--- config.mk ---
export PLATFORM = sky130hd
export DESIGN_NAME = flowing_led_ctrl_flat
export DESIGN_NICKNAME = d
export VERILOG_FILES = /design/src/rtl/flowing_led_ctrl_if.sv /design/src/rtl/flowing_led_ctrl.sv /design/src/flat_wrapper.sv
export SDC_FILE = /design/constraint.sdc
export NUM_CORES = 1
export LEC_CHECK = 0
export CORE_MARGIN = 2
export CORE_UTILIZATION = 59
export DETAILED_ROUTE_END_ITERATION = 12
export PLACE_DENSITY = 0.81
export SETUP_SLACK_MARGIN = 0.1
export SYNTH_ARGS = -nofsm -noshare
export SYNTH_HDL_FRONTEND = slang
export SYNTH_SLANG_ARGS = --single-unit
--- constraint.sdc ---
create_clock -name clk -period 4 [get_ports clk]
set_clock_uncertainty 0.1 [all_clocks]
set_input_delay 0.8 -clock clk [delete_from_list [all_inputs] [get_ports clk]]
set_output_delay 0.8 -clock clk [all_outputs]
set_load 0.02 [all_outputs]
--- src/rtl/flowing_led_ctrl_if.sv ---
// rtl/flowing_led_ctrl_if.sv - configuration handshake bundle for flowing_led_ctrl
//
// Carries one configuration word from a host to the LED sequencer.
//   cfg_valid   host -> block  host presents a configuration word
//   cfg_ready   block -> host  word accepted on an edge where both are high
//   cfg_mode    host -> block  0 rotate-right, 1 rotate-left, 2 bounce, 3 hold
//   cfg_div     host -> block  step period minus 1, in enabled cycles
//   cfg_pattern host -> block  LED pattern loaded after the accept
// Modports: master (host side), slave (sequencer side).
interface flowing_led_ctrl_if #(
    parameter int DATA_WIDTH = 8,
    parameter int DIV_WIDTH  = 24
);
    logic                  cfg_valid;
    logic                  cfg_ready;
    logic [1:0]            cfg_mode;
    logic [DIV_WIDTH-1:0]  cfg_div;
    logic [DATA_WIDTH-1:0] cfg_pattern;

    modport master (
        output cfg_valid,
        output cfg_mode,
        output cfg_div,
        output cfg_pattern,
        input  cfg_ready
    );

    modport slave (
        input  cfg_valid,
        input  cfg_mode,
        input  cfg_div,
        input  cfg_pattern,
        output cfg_ready
    );
endinterface

--- src/rtl/flowing_led_ctrl.sv ---
// rtl/flowing_led_ctrl.sv - flowing-LED sequencer with prescaler, modes and config handshake
//
// Owns the LED pattern register and advances it on prescaler step events.
// Build option: define FLOWING_LED_CTRL_BOUNCE_EN to make mode 2 a bounce
// (ping-pong) chase; without it mode 2 behaves exactly like hold.
// Ports:
//   clk   in   clock
//   rst   in   asynchronous, active-high reset
//   en    in   run enable; 0 pauses stepping and freezes the prescaler
//   cfg   slave modport of flowing_led_ctrl_if (valid/ready config word)
//   led   out  registered LED drive
//   step  out  registered one-cycle pulse, high the cycle after led advanced
module flowing_led_ctrl #(
    parameter int                    DATA_WIDTH    = 8,
    parameter int                    DIV_WIDTH     = 24,
    parameter logic [DATA_WIDTH-1:0] RESET_PATTERN = 8'hEF,
    parameter logic [DIV_WIDTH-1:0]  DIV_RESET     = '0
) (
    input  logic                  clk,
    input  logic                  rst,
    input  logic                  en,
    flowing_led_ctrl_if.slave     cfg,
    output logic [DATA_WIDTH-1:0] led,
    output logic                  step
);

    typedef enum logic [1:0] {
        S_IDLE  = 2'd0,
        S_RUN   = 2'd1,
        S_APPLY = 2'd2
    } state_t;

    localparam logic [1:0] MODE_RIGHT  = 2'd0;
    localparam logic [1:0] MODE_LEFT   = 2'd1;
`ifdef FLOWING_LED_CTRL_BOUNCE_EN
    localparam logic [1:0] MODE_BOUNCE = 2'd2;
    // pos counts 0 .. DATA_WIDTH-2 within one sweep direction
    localparam int         POS_W    = (DATA_WIDTH > 2) ? $clog2(DATA_WIDTH - 1) : 1;
    localparam logic [POS_W-1:0] POS_LAST = POS_W'(DATA_WIDTH - 2);
`endif

    state_t                state;
    state_t                state_nxt;
    logic                  ready_c;
    logic                  accept;
    logic                  tick;

    logic [1:0]            mode_q;
    logic [DIV_WIDTH-1:0]  div_q;
    logic [DATA_WIDTH-1:0] pattern_q;
    logic [DIV_WIDTH-1:0]  presc;
    logic [DATA_WIDTH-1:0] led_shift;

`ifdef FLOWING_LED_CTRL_BOUNCE_EN
    logic                  dir_q;   // 0 = right, 1 = left
    logic [POS_W-1:0]      pos_q;
`endif

    function automatic logic [DATA_WIDTH-1:0] rot_right(input logic [DATA_WIDTH-1:0] v);
        return {v[0], v[DATA_WIDTH-1:1]};
    endfunction

    function automatic logic [DATA_WIDTH-1:0] rot_left(input logic [DATA_WIDTH-1:0] v);
        return {v[DATA_WIDTH-2:0], v[DATA_WIDTH-1]};
    endfunction

    // ------------------------------------------------------------------
    // Control FSM
    // ------------------------------------------------------------------
    always_ff @(posedge clk or posedge rst) begin
        if (rst) begin
            state <= S_IDLE;
        end else begin
            state <= state_nxt;
        end
    end

    always_comb begin
        state_nxt = state;
        // ready depends on state alone so the host never sees a loop
        // through cfg_valid
        ready_c   = (state != S_APPLY);
        accept    = cfg.cfg_valid && ready_c;

        case (state)
            S_IDLE, S_RUN: begin
                if (accept) begin
                    state_nxt = S_APPLY;
                end else if (en) begin
                    state_nxt = S_RUN;
                end else begin
                    state_nxt = S_IDLE;
                end
            end
            S_APPLY: begin
                state_nxt = en ? S_RUN : S_IDLE;
            end
            default: begin
                state_nxt = S_IDLE;
            end
        endcase
    end

    assign cfg.cfg_ready = ready_c;

    // An accept always wins over a coincident terminal count: the old
    // pattern must not advance on the edge the new word is captured.
    assign tick = (state == S_RUN) && !accept && (presc == div_q);

    // ------------------------------------------------------------------
    // Next pattern for a step event, selected by mode
    // ------------------------------------------------------------------
    always_comb begin
        led_shift = led;
        case (mode_q)
            MODE_RIGHT:  led_shift = rot_right(led);
            MODE_LEFT:   led_shift = rot_left(led);
`ifdef FLOWING_LED_CTRL_BOUNCE_EN
            MODE_BOUNCE: led_shift = dir_q ? rot_left(led) : rot_right(led);
`endif
            default:     led_shift = led;
        endcase
    end

    // ------------------------------------------------------------------
    // Datapath: config capture, prescaler, LED register, step pulse
    // ------------------------------------------------------------------
    always_ff @(posedge clk or posedge rst) begin
        if (rst) begin
            led       <= RESET_PATTERN;
            step      <= 1'b0;
            mode_q    <= MODE_RIGHT;
            div_q     <= DIV_RESET;
            pattern_q <= '0;
            presc     <= '0;
        end else begin
            step <= tick;

            if (accept) begin
                mode_q    <= cfg.cfg_mode;
                div_q     <= cfg.cfg_div;
                pattern_q <= cfg.cfg_pattern;
            end

            if (state == S_APPLY) begin
                led   <= pattern_q;
                presc <= '0;
            end else if ((state == S_RUN) && !accept) begin
                if (presc == div_q) begin
                    presc <= '0;
                    led   <= led_shift;
                end else begin
                    presc <= presc + DIV_WIDTH'(1);
                end
            end
        end
    end

`ifdef FLOWING_LED_CTRL_BOUNCE_EN
    // Sweep tracking: DATA_WIDTH-1 steps per direction, starting right.
    // The direction flips after the step that completes a sweep.
    always_ff @(posedge clk or posedge rst) begin
        if (rst) begin
            dir_q <= 1'b0;
            pos_q <= '0;
        end else if (state == S_APPLY) begin
            dir_q <= 1'b0;
            pos_q <= '0;
        end else if (tick && (mode_q == MODE_BOUNCE)) begin
            if (pos_q == POS_LAST) begin
                pos_q <= '0;
                dir_q <= ~dir_q;
            end else begin
                pos_q <= pos_q + POS_W'(1);
            end
        end
    end
`endif

endmodule

--- src/flat_wrapper.sv ---
// flat-port wrapper written by rule: the top's interface ports become plain ports
module flowing_led_ctrl_flat 
#(
    parameter int                    DATA_WIDTH    = 8,
    parameter int                    DIV_WIDTH     = 24,
    parameter logic [DATA_WIDTH-1:0] RESET_PATTERN = 8'hEF,
    parameter logic [DIV_WIDTH-1:0]  DIV_RESET     = '0
)
  (clk, rst, en, led, step, cfg_cfg_valid, cfg_cfg_mode, cfg_cfg_div, cfg_cfg_pattern, cfg_cfg_ready);
  flowing_led_ctrl_if #(.DATA_WIDTH(DATA_WIDTH), .DIV_WIDTH(DIV_WIDTH)) cfg_i ();
  input  logic clk;
  input  logic rst;
  input  logic en;
  output logic [DATA_WIDTH-1:0] led;
  output logic step;
  input wire logic [$bits(cfg_i.cfg_valid)-1:0] cfg_cfg_valid;
  input wire logic [$bits(cfg_i.cfg_mode)-1:0] cfg_cfg_mode;
  input wire logic [$bits(cfg_i.cfg_div)-1:0] cfg_cfg_div;
  input wire logic [$bits(cfg_i.cfg_pattern)-1:0] cfg_cfg_pattern;
  output wire logic [$bits(cfg_i.cfg_ready)-1:0] cfg_cfg_ready;
  assign cfg_i.cfg_valid = cfg_cfg_valid;
  assign cfg_i.cfg_mode = cfg_cfg_mode;
  assign cfg_i.cfg_div = cfg_cfg_div;
  assign cfg_i.cfg_pattern = cfg_cfg_pattern;
  assign cfg_cfg_ready = cfg_i.cfg_ready;
  flowing_led_ctrl #(.DATA_WIDTH(DATA_WIDTH), .DIV_WIDTH(DIV_WIDTH), .RESET_PATTERN(RESET_PATTERN), .DIV_RESET(DIV_RESET)) u_core (.clk(clk), .rst(rst), .en(en), .cfg(cfg_i), .led(led), .step(step));
endmodule
==> results of run 1 <==
cell families after synthesis:
logic type	count (synthesis)
buf+inv	19
fa+ha+maj	1
xor+xnor	46
mux	42
simple gates	93
compound gates	33
flops	69
Yosys cell counts (all sizes together), types with 3 or more instances:
cell type	number
a21oi	8
a41o	8
and2	3
buf	12
clkbuf	4
dfrtp	62
dfstp	7
inv	3
mux2	34
mux2i	8
nand2	25
nand3	6
nand4	14
nor2	28
nor4	4
o21ai	10
xnor2	9
xor2	37
sequential cells by signal (all words and copies together), names as in the netlist:
name	cells
u_core.presc	24
u_core.div_q	24
u_core.state	2
u_core.pattern_q	8
u_core.step	1
u_core.led	8
u_core.mode_q	2
layer usage:
layer | global-route usage | part of all wire | vias up | wire length [um]
met5 | 0 | 0 | - | 0
met2 | 0.425 | 0.53 | 67 | 3700
li1 | - | - | 1160 | -
met3 | 0.0708 | 0.048 | 9 | 335
met4 | 0.0712 | 0.014 | 0 | 100
met1 | 0.295 | 0.41 | 1244 | 2890
final cells by class:
type	instances	area, um^2
Tap cell	72	90.1
Inverter	3	11.3
Clock buffer	10	138
Sequential cell	69	1740
Multi-Input combinational cell	215	1620
Timing Repair Buffer	53	515
Fill cell	384	1400
Clock inverter	6	62.6
power by group through the flow:
stage                     clock network [mW]  logic [mW]  registers, mW
after CTS                              0.584       0.309          0.848
after global placement                     0       0.297          0.858
after global routing                   0.611       0.332          0.857
final                                  0.566       0.304          0.848
after detailed placement                   0       0.306          0.861
after floorplan                            0       0.174          0.864
path summary, 6_finish.rpt:
| path | cells after the start | slack (ns) | to |
|---|---|---|---|
| max | 3 | 0.87 | cfg_cfg_ready |
| min in group asynchronous | 2 | 0.67 | u_core.div_q[14] |
| min reg2reg | 2 | 0.39 | u_core.led[2] |
| max reg2reg | 5 | 1.14 | u_core.pattern_q[3] |
| max in group asynchronous | 3 | 2.38 | u_core.div_q[7] |
| min | 2 | 0.39 | u_core.led[2] |
placed cells by master, fill, tap and decap left out, types with 2 or more instances in the layout:
| master | instances |
|---|---|
| mux2_2 | 34 |
| nand2_1 | 25 |
| dfrtp_1 | 62 |
| buf_4 | 6 |
| mux2i_1 | 8 |
| nor2_2 | 2 |
| a41o_1 | 8 |
| nand3_1 | 6 |
| clkinv_2 | 2 |
| xnor2_1 | 9 |
| inv_2 | 2 |
| nor4_1 | 4 |
| o21ai_0 | 9 |
| xor2_1 | 37 |
| and3_1 | 2 |
| clkdlybuf4s50_1 | 47 |
| dfstp_2 | 7 |
| a21oi_1 | 8 |
| clkbuf_8 | 10 |
| nor2_1 | 26 |
| nand4_1 | 14 |
| and2_1 | 3 |
| clkinvlp_4 | 3 |
| nand2b_1 | 2 |
| a2111oi_4 | 2 |
worst max-delay path, cell delays in order (launching register included):
cell and delay, ns:
dfrtp_1 0.45, and2b_1 0.61, inv_2 0.23, clkdlybuf4s50_1 0.59
stage by stage:
| stage | area, um^2 | utilization | power, mW |
|---|---|---|---|
| after global routing | 4170 | 0.748 | 1.80 |
| after detailed placement | 3970 | 0.712 | 1.17 |
| after global placement | 3970 | 0.712 | 1.15 |
| after floorplan | 3440 | - | 1.04 |
| after CTS | 4170 | 0.748 | 1.74 |
| final | 4170 | 0.748 | 1.72 |
==> metrics.yaml, run 1 <==
overflow: 0
cts_root_buf: "clkbuf_8"
grt_util_all_layers: 0.245
p_int_mw: 1.25
antenna_found_initial: 0
rsz0062_at_grt: "false"
endpoint_kind: "primary output"
hold_path.class: "reg2reg"
setup_tns_ns: 0
worstHoldStart: "u_core.pattern_q[2]"
p_leak_nw: 1.84
setup_ws_ns: 0.872
r2r-start: "u_core.state[0]"
worst_pin_slew_ns: 0.691
final_net_count: 390
clkSinkCount: 69
floorplan.initialDensity: 0.618
worstSetupPathType: "reg2out"
dieArea_um2: 6470
num_rows: 27
fin_crit_ns: 3.13
cts-resized-gates: 0
wirelength_um: 7030
ys_warn_count: 0
setup_viol: 0
yosysUniqueCellTypes: 41
cp_data_arrival_time_ns: 2.23
cts_buffers: 9
synth_area_leader_cell: "dfrtp_1"
first_pass_iters: 4
grt_pass1_wl_um: 11800
p_comb_frac: 0.177
areaGrowthSynthToFinish_pct: 21.1
core_area_um2: 5570
slew_headroom: 0.535
timing.hold.ws_ns: 0.390
place_ws_ns: 0.838
pwr-share-clk: 0.330
viasPerCell: 5.79
cts_setup_buffers: 0
synthesis.nets: 342
slew_viol_final: 0
final_cells: 428
synth-edff-count: 0
synth_top_family_by_area: "multiplexers"
place_hpwl_um: 5110
switching_share: 0.271
ant_nets: 0
synth_area_leaders: "dfrtp_1 (45%), mux2_2 (11%), xor2_1 (9.4%)"
hold_buffers: 0
diodes: 0
synth-seq-area-share: 0.504
critPathLaunch: "u_core.state[0]"
syn_inst: 303
die_h_um: 80.4
synth_flop_cell: "dfrtp_1"
ir_drop_v: 0.000341
synth_area_per_cell_um2: 11.4
vias: 2480
drc: 0
hold_viol: 0
insertion_delay_ns: 0.34
port_buffers: 47
drt_iter0_markers: 129
synth-xor-area-share: 0.117
cp_max_fo: 17
drive_gt1_frac: 0.199
yosys.area_share.adder: 0.00363
synth_seq_cells: 69
synth.area.mux_share: 0.134
grt_max_degree: 32
cp-start-kind: "flop"
io_pins: 48
p_sw_mw: 0.466
async_reset_ff_frac: 1.00
max_cap_violations: 0
synth-compound-area-share: 0.0792
p_per_area_nw_per_um2: 412
synth_simple_gate_area_frac: 0.134
dp_cells: 412
cp.required_ns: 3.10
clkTransAtPathRegs_ns: 0.07
die_w_um: 80.4
max_freq_mhz: 320
finalCritPeriodShare: 0.782
status: "finished clean"
syn-cell-area_um2: 3440
cts_tree: "yes"
gp_congestion: 0.812
clockBufferDepth: 2
yosysTopAreaCellShare: 0.450
p_seq_frac: 0.493
htreeDepth: 3
wl_per_cell_um: 16.4
first_global_vias: 2473
Power figures use the tool's default switching activity.
==> inputs of run 2 (changes only) <==
Settings changed: CORE_UTILIZATION 59 to 55, PLACE_DENSITY 0.81 to 0.76.
Clock period 4 ns to 3 ns, I/O delays scaled along.
==> metrics.yaml, run 2 (synthesis gave the netlist of run 1 again) <==
first_pass_iters: 4  # unchanged
hold_viol: 0  # unchanged
gp_congestion: 0.796  # -2.0%
hold_path.class: "reg2reg"
cts-resized-gates: 0  # unchanged
layout_common_cells: "dfrtp_1 (62), clkdlybuf4s50_1 (47), xor2_1 (37), mux2_2 (34), nor2_1 (26)"
fillers: 426  # +11%
hold_depth: 2  # unchanged
reg2reg_slack_ns: 0.68  # -0.46 ns
max_freq_mhz: 392
antenna_found_initial: 0  # unchanged
slew_viol_final: 0  # unchanged
worstSetupPathType: "reg2out"
overflow: 0  # unchanged
wirelength_um: 7150  # +1.7%
floorplan.initialDensity: 0.575  # -0.0430
die_h_um: 83.1  # +3.4%
cts_setup_buffers: 0  # unchanged
cts_tree: "yes"
setup_viol: 0  # unchanged
drc: 0  # unchanged
ant_nets: 0  # unchanged
cp_max_fo: 8  # -9
vias: 2480  # unchanged
final_cells: 437  # +2.1%
wl_per_cell_um: 16.4  # -0.43%
dp_cells: 421  # +2.2%
cp_data_arrival_time_ns: 1.85  # -0.38 ns
rsz0062_at_grt: "false"
crit_buf_inv: 2  # unchanged
timing.rr.end: "u_core.presc[15]"
finalCritPeriodShare: 0.849
clkSinkCount: 69  # unchanged
worstHoldStart: "u_core.pattern_q[2]"
status: "finished clean"
die_w_um: 83.1  # +3.4%
cts_buffers: 9  # unchanged
slew_headroom: 0.603  # +0.0679
worstHoldEndpoint: "u_core.led[2]"
crit_chain: "and2b_1 > inv_2 > clkdlybuf4s50_1"
port_buffers: 47  # unchanged
reg_top3: "u_core.div_q: 24 flops, u_core.presc: 24 flops"
slowest_stage: "clkdlybuf4s50_1"
mostFrequentLayoutCell: "dfrtp_1"
p_leak_nw: 1.87  # +1.6%
endpoint_kind: "primary output"
hold_buffers: 0  # unchanged
p_per_area_nw_per_um2: 527  # +28%
num_rows: 28  # +3.7%
max_cap_violations: 0  # unchanged
setup_tns_ns: 0  # unchanged
power_mw: 2.22  # +29%
cp.required_ns: 2.30  # -0.80 ns
cts_root_buf: "clkbuf_8"
htreeDepth: 3  # unchanged
drive_gt1_frac: 0.204  # +0.00498
ff2ff_path_depth: 6  # +1
critPathTopFamily: "buffers and inverters"
cpPeakStageDelay_ns: 0.64  # +0.03 ns
areaGrowthSynthToFinish_pct: 22.0
grt_util_all_layers: 0.224  # -0.0207
first_global_vias: 2599  # +5.1%
final_net_count: 396  # +1.5%
grt_pass1_wl_um: 12200  # +4.0%
place_hpwl_um: 5250  # +2.7%
viasPerCell: 5.68  # -2.1%
io_pins: 48  # unchanged
dieArea_um2: 6910  # +6.9%
fin_crit_ns: 2.55
insertion_delay_ns: 0.34  # about the same
drt_iter0_markers: 163  # +26%
core_area_um2: 5990  # +7.5%
diodes: 0  # unchanged
ir_drop_v: 0.000286  # -16%
clockBufferDepth: 2  # unchanged
grt_max_degree: 24  # -25%
clkTransAtPathRegs_ns: 0.07  # about the same
r2r-start: "u_core.presc[10]"
cp-start-kind: "flop"
crit_cells: 3  # unchanged
worst_pin_slew_ns: 0.590  # -0.101 ns
-- run 2: changes by cell type in the layout (fill, tap and decap cells not counted) --
cell        before  now
buf_12           0    1
buf_4            6   11
bufinv_16        1    0
clkbuf_1         0    3
clkbuf_8        10   11
clkinvlp_4       3    0
-- run 2: power breakdown --
part | total [mW] | switching [mW] | leakage [nW] | internal [mW]
registers | 1.13 | 0.0869 | 0.857 | 1.04
clock network | 0.672 | 0.328 | 0.0905 | 0.344
logic | 0.412 | 0.183 | 0.922 | 0.229
total | 2.22 | 0.598 | 1.87 | 1.62
-- run 2: how the worst max path moves through the flow --
stage | from | slack [ns] | to
finish | u_core.state[0] | 0.45 | cfg_cfg_ready
detailed placement | cfg_cfg_valid | 0.18 | u_core.presc[23]
global placement | cfg_cfg_valid | 0.22 | u_core.presc[23]
floorplan | rst | 0.57 | u_core.div_q[0]
CTS | u_core.state[0] | 0.45 | cfg_cfg_ready
global route | u_core.state[0] | 0.37 | cfg_cfg_ready
-- run 2: layout make-up --
class                           instances  area [um^2]  share of cell area
Clock buffer                           14          163              0.0387
Clock inverter                          2         10.0             0.00238
Inverter                                3         11.3             0.00268
Multi-Input combinational cell        215         1620               0.385
Sequential cell                        69         1740               0.413
Tap cell                               75         93.8              0.0223
Timing Repair Buffer                   59          573               0.136
-- run 2: worst register-to-register path: cells and delay by family (launching register included) --
kind	cells	cell delay, ns
buffers and inverters	1	0.26
DFF	1	0.46
AOI/OAI and AO/OA	1	0.38
and+or+nand+nor	3	0.81
xor gates and xnor gates	1	0.19
-- run 2: per-layer routing --
layer,GRT usage,share of wire,wire [um],vias to the layer above
li1,-,-,-,1168
met1,0.280,0.42,3020,1215
met2,0.375,0.50,3570,80
met3,0.0497,0.053,381,17
met4,0.0969,0.025,176,0
met5,0,0,0,-
-- run 2: per-stage QoR --
step	cell area (um^2)	utilization	hold WS [ns]	worst slack [ns]
floorplan	3440	-	0.344	0.572
global placement	4030	0.673	0.364	0.221
detailed placement	4030	0.673	0.371	0.181
CTS	4200	0.702	0.388	0.450
global route	4200	0.702	0.424	0.372
finish	4200	0.702	0.382	0.452
